$ cat src/rtl/bus_pkg.sv
// Shared types and constants for the on-chip peripheral bus and its initiator.
package bus_pkg;

  typedef logic [23:1] bus_addr_t;
  typedef logic [15:0] bus_data_t;

  typedef enum logic [2:0] {
    IDLE      = 3'd0,
    WRITE     = 3'd1,
    READ      = 3'd2,
    READ_WAIT = 3'd3,
    RESP      = 3'd4
  } init_state_t;

  localparam bus_addr_t LED_REG_ADDR = 23'h7F_FFF0;

endpackage

$ cat src/rtl/bus_initiator.sv
// Single-outstanding bus master: one command in, one single-cycle bus strobe,
// one response out. All outputs except cmd_ready are registered.
module bus_initiator
  import bus_pkg::*;
#(
  parameter int RD_LATENCY = 1
) (
  input  logic        clk,
  input  logic        reset,
  input  logic        cmd_valid,
  output logic        cmd_ready,
  input  logic        cmd_write,
  input  bus_addr_t   cmd_addr,
  input  bus_data_t   cmd_wdata,
  output logic        rsp_valid,
  input  logic        rsp_ready,
  output bus_data_t   rsp_rdata,
  output bus_addr_t   address,
  output bus_data_t   bus_wdata,
  input  bus_data_t   bus_rdata,
  output logic        read_enable,
  output logic        write_enable,
  output init_state_t dbg_state
);

  // Handshakes: a beat transfers on the rising edge where valid && ready are
  // both high; the command side only accepts in IDLE, and the response is held
  // stable from rsp_valid rising until its transfer edge.

  localparam logic [2:0] CNT_LOAD = (RD_LATENCY == 0) ? 3'd0 : 3'(RD_LATENCY - 1);

  init_state_t r_state;
  init_state_t w_next_state;
  logic [2:0]  r_cnt;
  bus_addr_t   r_address;
  bus_data_t   r_wdata;
  bus_data_t   r_rdata;
  logic        r_rsp_valid;
  logic        r_re;
  logic        r_we;

  always_comb begin
    w_next_state = r_state;
    cmd_ready    = (r_state == IDLE);
    case (r_state)
      IDLE:      if (cmd_valid) w_next_state = cmd_write ? WRITE : READ;
      WRITE:     w_next_state = RESP;
      READ:      w_next_state = (RD_LATENCY == 0) ? RESP : READ_WAIT;
      READ_WAIT: if (r_cnt == 3'd0) w_next_state = RESP;
      RESP:      if (rsp_ready) w_next_state = IDLE;
      default:   w_next_state = IDLE;
    endcase
  end

  // Strobes and rsp_valid are registered copies of the next state, so each
  // is high exactly while the FSM sits in the matching state.
  always_ff @(posedge clk or posedge reset) begin
    if (reset) begin
      r_state     <= IDLE;
      r_cnt       <= 3'd0;
      r_address   <= '0;
      r_wdata     <= '0;
      r_rdata     <= '0;
      r_rsp_valid <= 1'b0;
      r_re        <= 1'b0;
      r_we        <= 1'b0;
    end else begin
      r_state     <= w_next_state;
      r_we        <= (w_next_state == WRITE);
      r_re        <= (w_next_state == READ);
      r_rsp_valid <= (w_next_state == RESP);
      case (r_state)
        IDLE: begin
          if (cmd_valid) begin
            r_address <= cmd_addr;
            r_wdata   <= cmd_wdata;
          end
        end
        WRITE: r_rdata <= '0;
        READ: begin
          if (RD_LATENCY == 0) r_rdata <= bus_rdata;
          else r_cnt <= CNT_LOAD;
        end
        READ_WAIT: begin
          r_cnt <= r_cnt - 3'd1;
          if (r_cnt == 3'd0) r_rdata <= bus_rdata;
        end
        default: ;
      endcase
    end
  end

  assign rsp_valid    = r_rsp_valid;
  assign rsp_rdata    = r_rdata;
  assign address      = r_address;
  assign bus_wdata    = r_wdata;
  assign read_enable  = r_re;
  assign write_enable = r_we;
  assign dbg_state    = r_state;

endmodule

$ cat config.mk
export PLATFORM = sky130hd
export DESIGN_NAME = bus_initiator
export DESIGN_NICKNAME = d
export VERILOG_FILES = /design/src/rtl/bus_pkg.sv /design/src/rtl/bus_initiator.sv
export SDC_FILE = /design/constraint.sdc
export NUM_CORES = 1
export LEC_CHECK = 0
export ABC_AREA = 1
export CAP_MARGIN = 0
export CORE_MARGIN = 2
export CORE_UTILIZATION = 58
export DETAILED_ROUTE_END_ITERATION = 8
export DONT_BUFFER_PORTS = 1
export GPL_TIMING_DRIVEN = 0
export PLACE_DENSITY = 0.74
export SLEW_MARGIN = 10
export SYNTH_ARGS = -nofsm -noshare
export SYNTH_HDL_FRONTEND = slang
export SYNTH_SLANG_ARGS = --single-unit
$ cat constraint.sdc
create_clock -name clk -period 2.9 [get_ports clk]
set_clock_uncertainty 0.15 [all_clocks]
set_input_delay 0.58 -clock clk [delete_from_list [all_inputs] [get_ports clk]]
set_output_delay 0.58 -clock clk [all_outputs]
set_load 0.005 [all_outputs]
; After elaboration in Yosys (flattened, before gate mapping)
; Cells that the tools add are included.
[word_totals]
ff_bits = 64
out_inout_bits = 62
word_cells = 31
[classes]
n_addsub = 1
eq_ne = 8
mux = 8
reduce_logical = 6
[op_table]
columns = operator, count
row1 = $pmux W16 S2, 1
row2 = $mux W16, 1
row3 = $pmux W3 S5, 1
row4 = $eq A3 B2 Y1 const B, 3
row5 = $mux W3, 3
row6 = $eq A3 B1 Y1 const B, 2
row7 = $eq A3 B3 Y1 const B, 2
row8 = $logic_not A3 Y1, 2
row9 = $pmux W3 S2, 1
row10 = $reduce_and A2 Y1, 2
row11 = $reduce_bool A2 Y1, 2
row12 = $sub A3 B1 Y3 const B, 1
row13 = $mux W2, 1
row14 = $ne A2 B2 Y1 const B, 1

; Logic depth before layout (Yosys ltp)
[depth]
word_depth = 4
mapped_depth = 8
mapped_depth_nobuf = 7

; Worst setup path before layout
; No wires, ideal clock.
[synth_timing]
path_kind = in2reg
startpoint = input port cmd_valid
endpoint = register r_address[21], in the netlist address[21]
setup_time_ns = 0.117
t_arrival_ns = 1.276
t_required_ns = 2.633
slack_ns = 1.356
stages = 6
path_buffers = 3
path_cell_list = clkbuf_1 > nand3_2 > buf_4 > buf_4 > nand2_1 > nand2_1
[synth_via]
elab_chain_cells = 1
[synth_rtl]
columns = item, line_no
row1 = from (decl), bus_initiator.sv:10  ; input logic cmd_valid,
row2 = $reduce_and A2 Y1 (no line), n/a
row3 = to (signal assigned), bus_initiator.sv:75  ; r_address <= cmd_addr;
row4 = to (decl), bus_initiator.sv:35  ; bus_addr_t r_address;
; Every way passes these cells.
; A chain may end at the register's enable or synchronous reset.

; Worst setup path after layout
[layout_timing]
startpoint = register r_state[1], in the netlist dbg_state[1]
endpoint = output port cmd_ready
[layout_via]
elab_chain_cells = 1
[layout_rtl]
columns = item, line_no
row1 = from (decl), bus_initiator.sv:32  ; init_state_t r_state;
row2 = from (signal assigned), bus_initiator.sv:68  ; r_state <= w_next_state;
row3 = $logic_not A3 Y1, bus_initiator.sv:44  ; cmd_ready = (r_state == IDLE);
row4 = to (decl), bus_initiator.sv:11  ; output logic cmd_ready,
; Every way passes these cells.

==> run_results.csv <==
group,metric,value,unit
clock_tree,clock_insertion_delay_worst_skew,0.33,ns
place,preCtsSetupSlack,1.186,ns
clock_tree,cts_inserted_buffers,9,
finish,most_common_library_cell_in_the_layout_ignoring_fill_and_taps,"sky130_fd_sc_hd__nand2_1",
die,coreArea,4384,um2
sta,setup_violations,0,
die,fp.dieH,71.76,um
worst_setup_path,crit_path_max_incr_delay,0.49,ns
place,dp.final_hpwl,4072,um
worst_setup_path,worstPathMaxFanout,7,
worst_setup_path,worstPathCellList,"nor3_1",
worst_setup_path,worstPathRequired,2.17,ns
sta,period_needed,1.965,ns
drt,antenna_violating_nets_post_route,0,
drt,post_drt_via_cell_ratio,5.679,
finish,antenna_cells,0,
pwr,pwrdens,1148,nW/um2
run_status,result_of_the_run,"complete, no violations",
drt,detail_route.first_pass.iterations,4,
drt,drc_errors,0,
clock_tree,cts_hold_buffers,0,
worst_setup_path,worst_r2r_startpoint,"r_cnt[0]",
logic_synthesis,yosys_register_bits,64,
drt,route.final.wire_length,5816,um
clock_tree,ctsRootBufferMaster,"sky130_fd_sc_hd__clkbuf_8",
logic_synthesis,synth.distinct_cells,21,
clock_tree,cts.clk_slew.worst_paths,0.06,ns
worst_setup_path,worst_path_max_delay_cell,"sky130_fd_sc_hd__dfrtp_1",
logic_synthesis,syn_avg_cell_area,9.087,um2
sta,fraction_of_the_cycle_the_final_worst_path_needs,67.78,%
logic_synthesis,yosys.area.top_type_share,60.15,%
clock_tree,cts_tree,"built",
logic_synthesis,mappedNetlistNets,355,
logic_synthesis,syn-cell-area,2663,um2
die,rows,24,
logic_synthesis,synth_seq_area_share,60.15,%
worst_setup_path,rrSetupSlack,1.23,ns
clock_tree,worst_case_clock_buffer_depth,2,
die,top_level_ports,122,
clock_tree,postCtsSetupRepairBufs,0,
drt,drtIter0Drc,76,
die,die_width,71.76,um
pwr,ir_worst_vdd,0.4822,mV
pwr,total_leakage_power,1.552,nW
worst_setup_path,worst-endpoint-arrival,1.24,ns
sta,timing.max_slew.rel_slack,49.34,%
grt,grt.overflow.total,0,
finish,fin_nets,366,
worst_setup_path,crit-reg2reg-capture,"rsp_rdata[0]",
worst_setup_path,timing.reg2reg.worst_path_depth,7,
place,globalplace.congestion,0.7977,
grt,grt_pass1_wl,9660,um
grt,antenna_found_initial,0,
finish,utilization,65.92,%
drt,routedWlPerCell,16.25,um
sta,worst_pin_slew,0.7599,ns
logic_synthesis,ys.warnings.count,0,
worst_setup_path,worstPathBufferInverterCount,0,
sta,clock.fmax,508.8,MHz
grt,grt.total_usage,24.33,%
place,number_of_input_and_output_port_buffers_inserted,0,
worst_setup_path,critPathCaptureType,"primary output",
worst_setup_path,crit_type,"flip-flop to primary output",
die,effective_utilization_at_floorplan,60.73,%
worst_setup_path,top_delay_family_on_crit_path,"flip-flops",
logic_synthesis,synth_largest_area_cell,"sky130_fd_sc_hd__dfrtp_1",
finish,layout-drive-gt1-share,8.824,%
grt,grt_max_degree,65,
grt,grt_pass1_vias,2053,
clock_tree,h-tree-depth,3,
logic_synthesis,netlist_top_cells_area,"sky130_fd_sc_hd__dfrtp_1 (60%), sky130_fd_sc_hd__nand2_1 (17%), sky130_fd_sc_hd__nand4_1 (9.4%)",
flow_run,timing.max_cap.violations,0,
sta,rsz0062_at_grt,"no",
finish,mostFrequentLayoutCells,"sky130_fd_sc_hd__nand2_1 (124), sky130_fd_sc_hd__dfrtp_1 (64), sky130_fd_sc_hd__nand4_1 (40), sky130_fd_sc_hd__nand3_1 (19), sky130_fd_sc_hd__clkbuf_8 (11)",
sta,timing.final.ws_setup,0.9345,ns
die,dieArea,5149,um2
worst_setup_path,start_kind,"flip-flop",
sta,timing.final.hold_violations,0,
drt,route.vias.total,2033,
hold_path,hold_class,"input pin to async pin",
finish,layout-area-overhead-vs-synth,8.553,%
clock_tree,clock_sink_count,64,
logic_synthesis,netlist_instances,293,
finish,n_fill_cell,380,
clock_tree,resized_cells_post_cts,0,
sta,report.final.slew_viol_count,0,
-- sequential cells by signal, summed over array words and instances, names as in the netlist --
register / cells
address: 23
bus_wdata: 16
dbg_state: 3
r_cnt: 3
read_enable: 1
rsp_rdata: 16
rsp_valid: 1
write_enable: 1
-- synth_stat cells (all sizes together) --
cell type    n
o21ai        3
nand2      125
nand3       20
nor2         3
buf         13
o31ai        1
inv         11
nand4       40
ha           2
clkbuf       7
xor2         1
nand3b       1
dfrtp       64
clkinv       1
nor3         1
-- worst max path at each step --
stage	start	depth (start not counted)	endpoint	slack (ns)
5_1_grt	dbg_state[1]	1	cmd_ready	0.86
4_1_cts	dbg_state[1]	1	cmd_ready	0.92
3_5_place_dp	cmd_valid	6	bus_wdata[3]	1.19
6_report	dbg_state[1]	1	cmd_ready	0.93
2_1_floorplan	reset	1	address[0]	0.57
3_3_place_gp	reset	1	address[14]	-0.05
-- logic make-up (layout without fill, tap and decap cells) --
kind of cell / after synthesis / in the layout / synth area share (%)
AOI/OAI and AO/OA: 4 / 4 / 0.8458
xor gates and xnor gates: 1 / 1 / 0.3290
DFF: 64 / 64 / 60.15
and+or+nand+nor: 190 / 190 / 32.52
buffers and inverters: 32 / 45 / 5.216
adders and majority gates: 2 / 2 / 0.9397
-- layout make-up --
| type | instances | area, um2 | area share (%) |
|---|---|---|---|
| Clock inverter | 1 | 5.005 | 0.1732 |
| Clock buffer | 12 | 155.1 | 5.368 |
| Tap cell | 52 | 65.06 | 2.251 |
| Multi-Input combinational cell | 197 | 922.1 | 31.90 |
| Inverter | 12 | 47.55 | 1.645 |
| Buffer | 20 | 93.84 | 3.247 |
| Sequential cell | 64 | 1602 | 55.41 |
-- where the power goes --
group / switching, mW / leakage [nW] / internal, mW / total, mW
Combinational: 0.680 / 0.648 / 0.323 / 1.00
Clock: 0.300 / 0.0842 / 0.341 / 0.642
Sequential: 0.359 / 0.820 / 1.31 / 1.67
Total: 1.34 / 1.55 / 1.98 / 3.32
-- per-layer routing --
metal | GRT usage (%) | share of wire [%] | vias up | wire (um)
met5 | 0 | 0 | - | 0
met4 | 11.53 | 2.4 | 0 | 137
met3 | 7.595 | 8.8 | 14 | 512
met2 | 36.93 | 47 | 89 | 2731
met1 | 32.07 | 42 | 945 | 2434
li1 | - | - | 985 | -
-- metrics by stage --
step           TNS, ns  area, um2  hold WS [ns]  total power, mW  instances
2_1_floorplan        0       2663        0.3017            2.389        293
3_3_place_gp    -3.204       2728        0.3229            2.645        345
3_5_place_dp         0       2730        0.3360            2.705        345
4_1_cts              0       2890        0.1391            3.350        358
5_1_grt              0       2890        0.1767            3.612        358
6_report             0       2890        0.1035            3.317        358
Power figures use the tool's default switching activity.
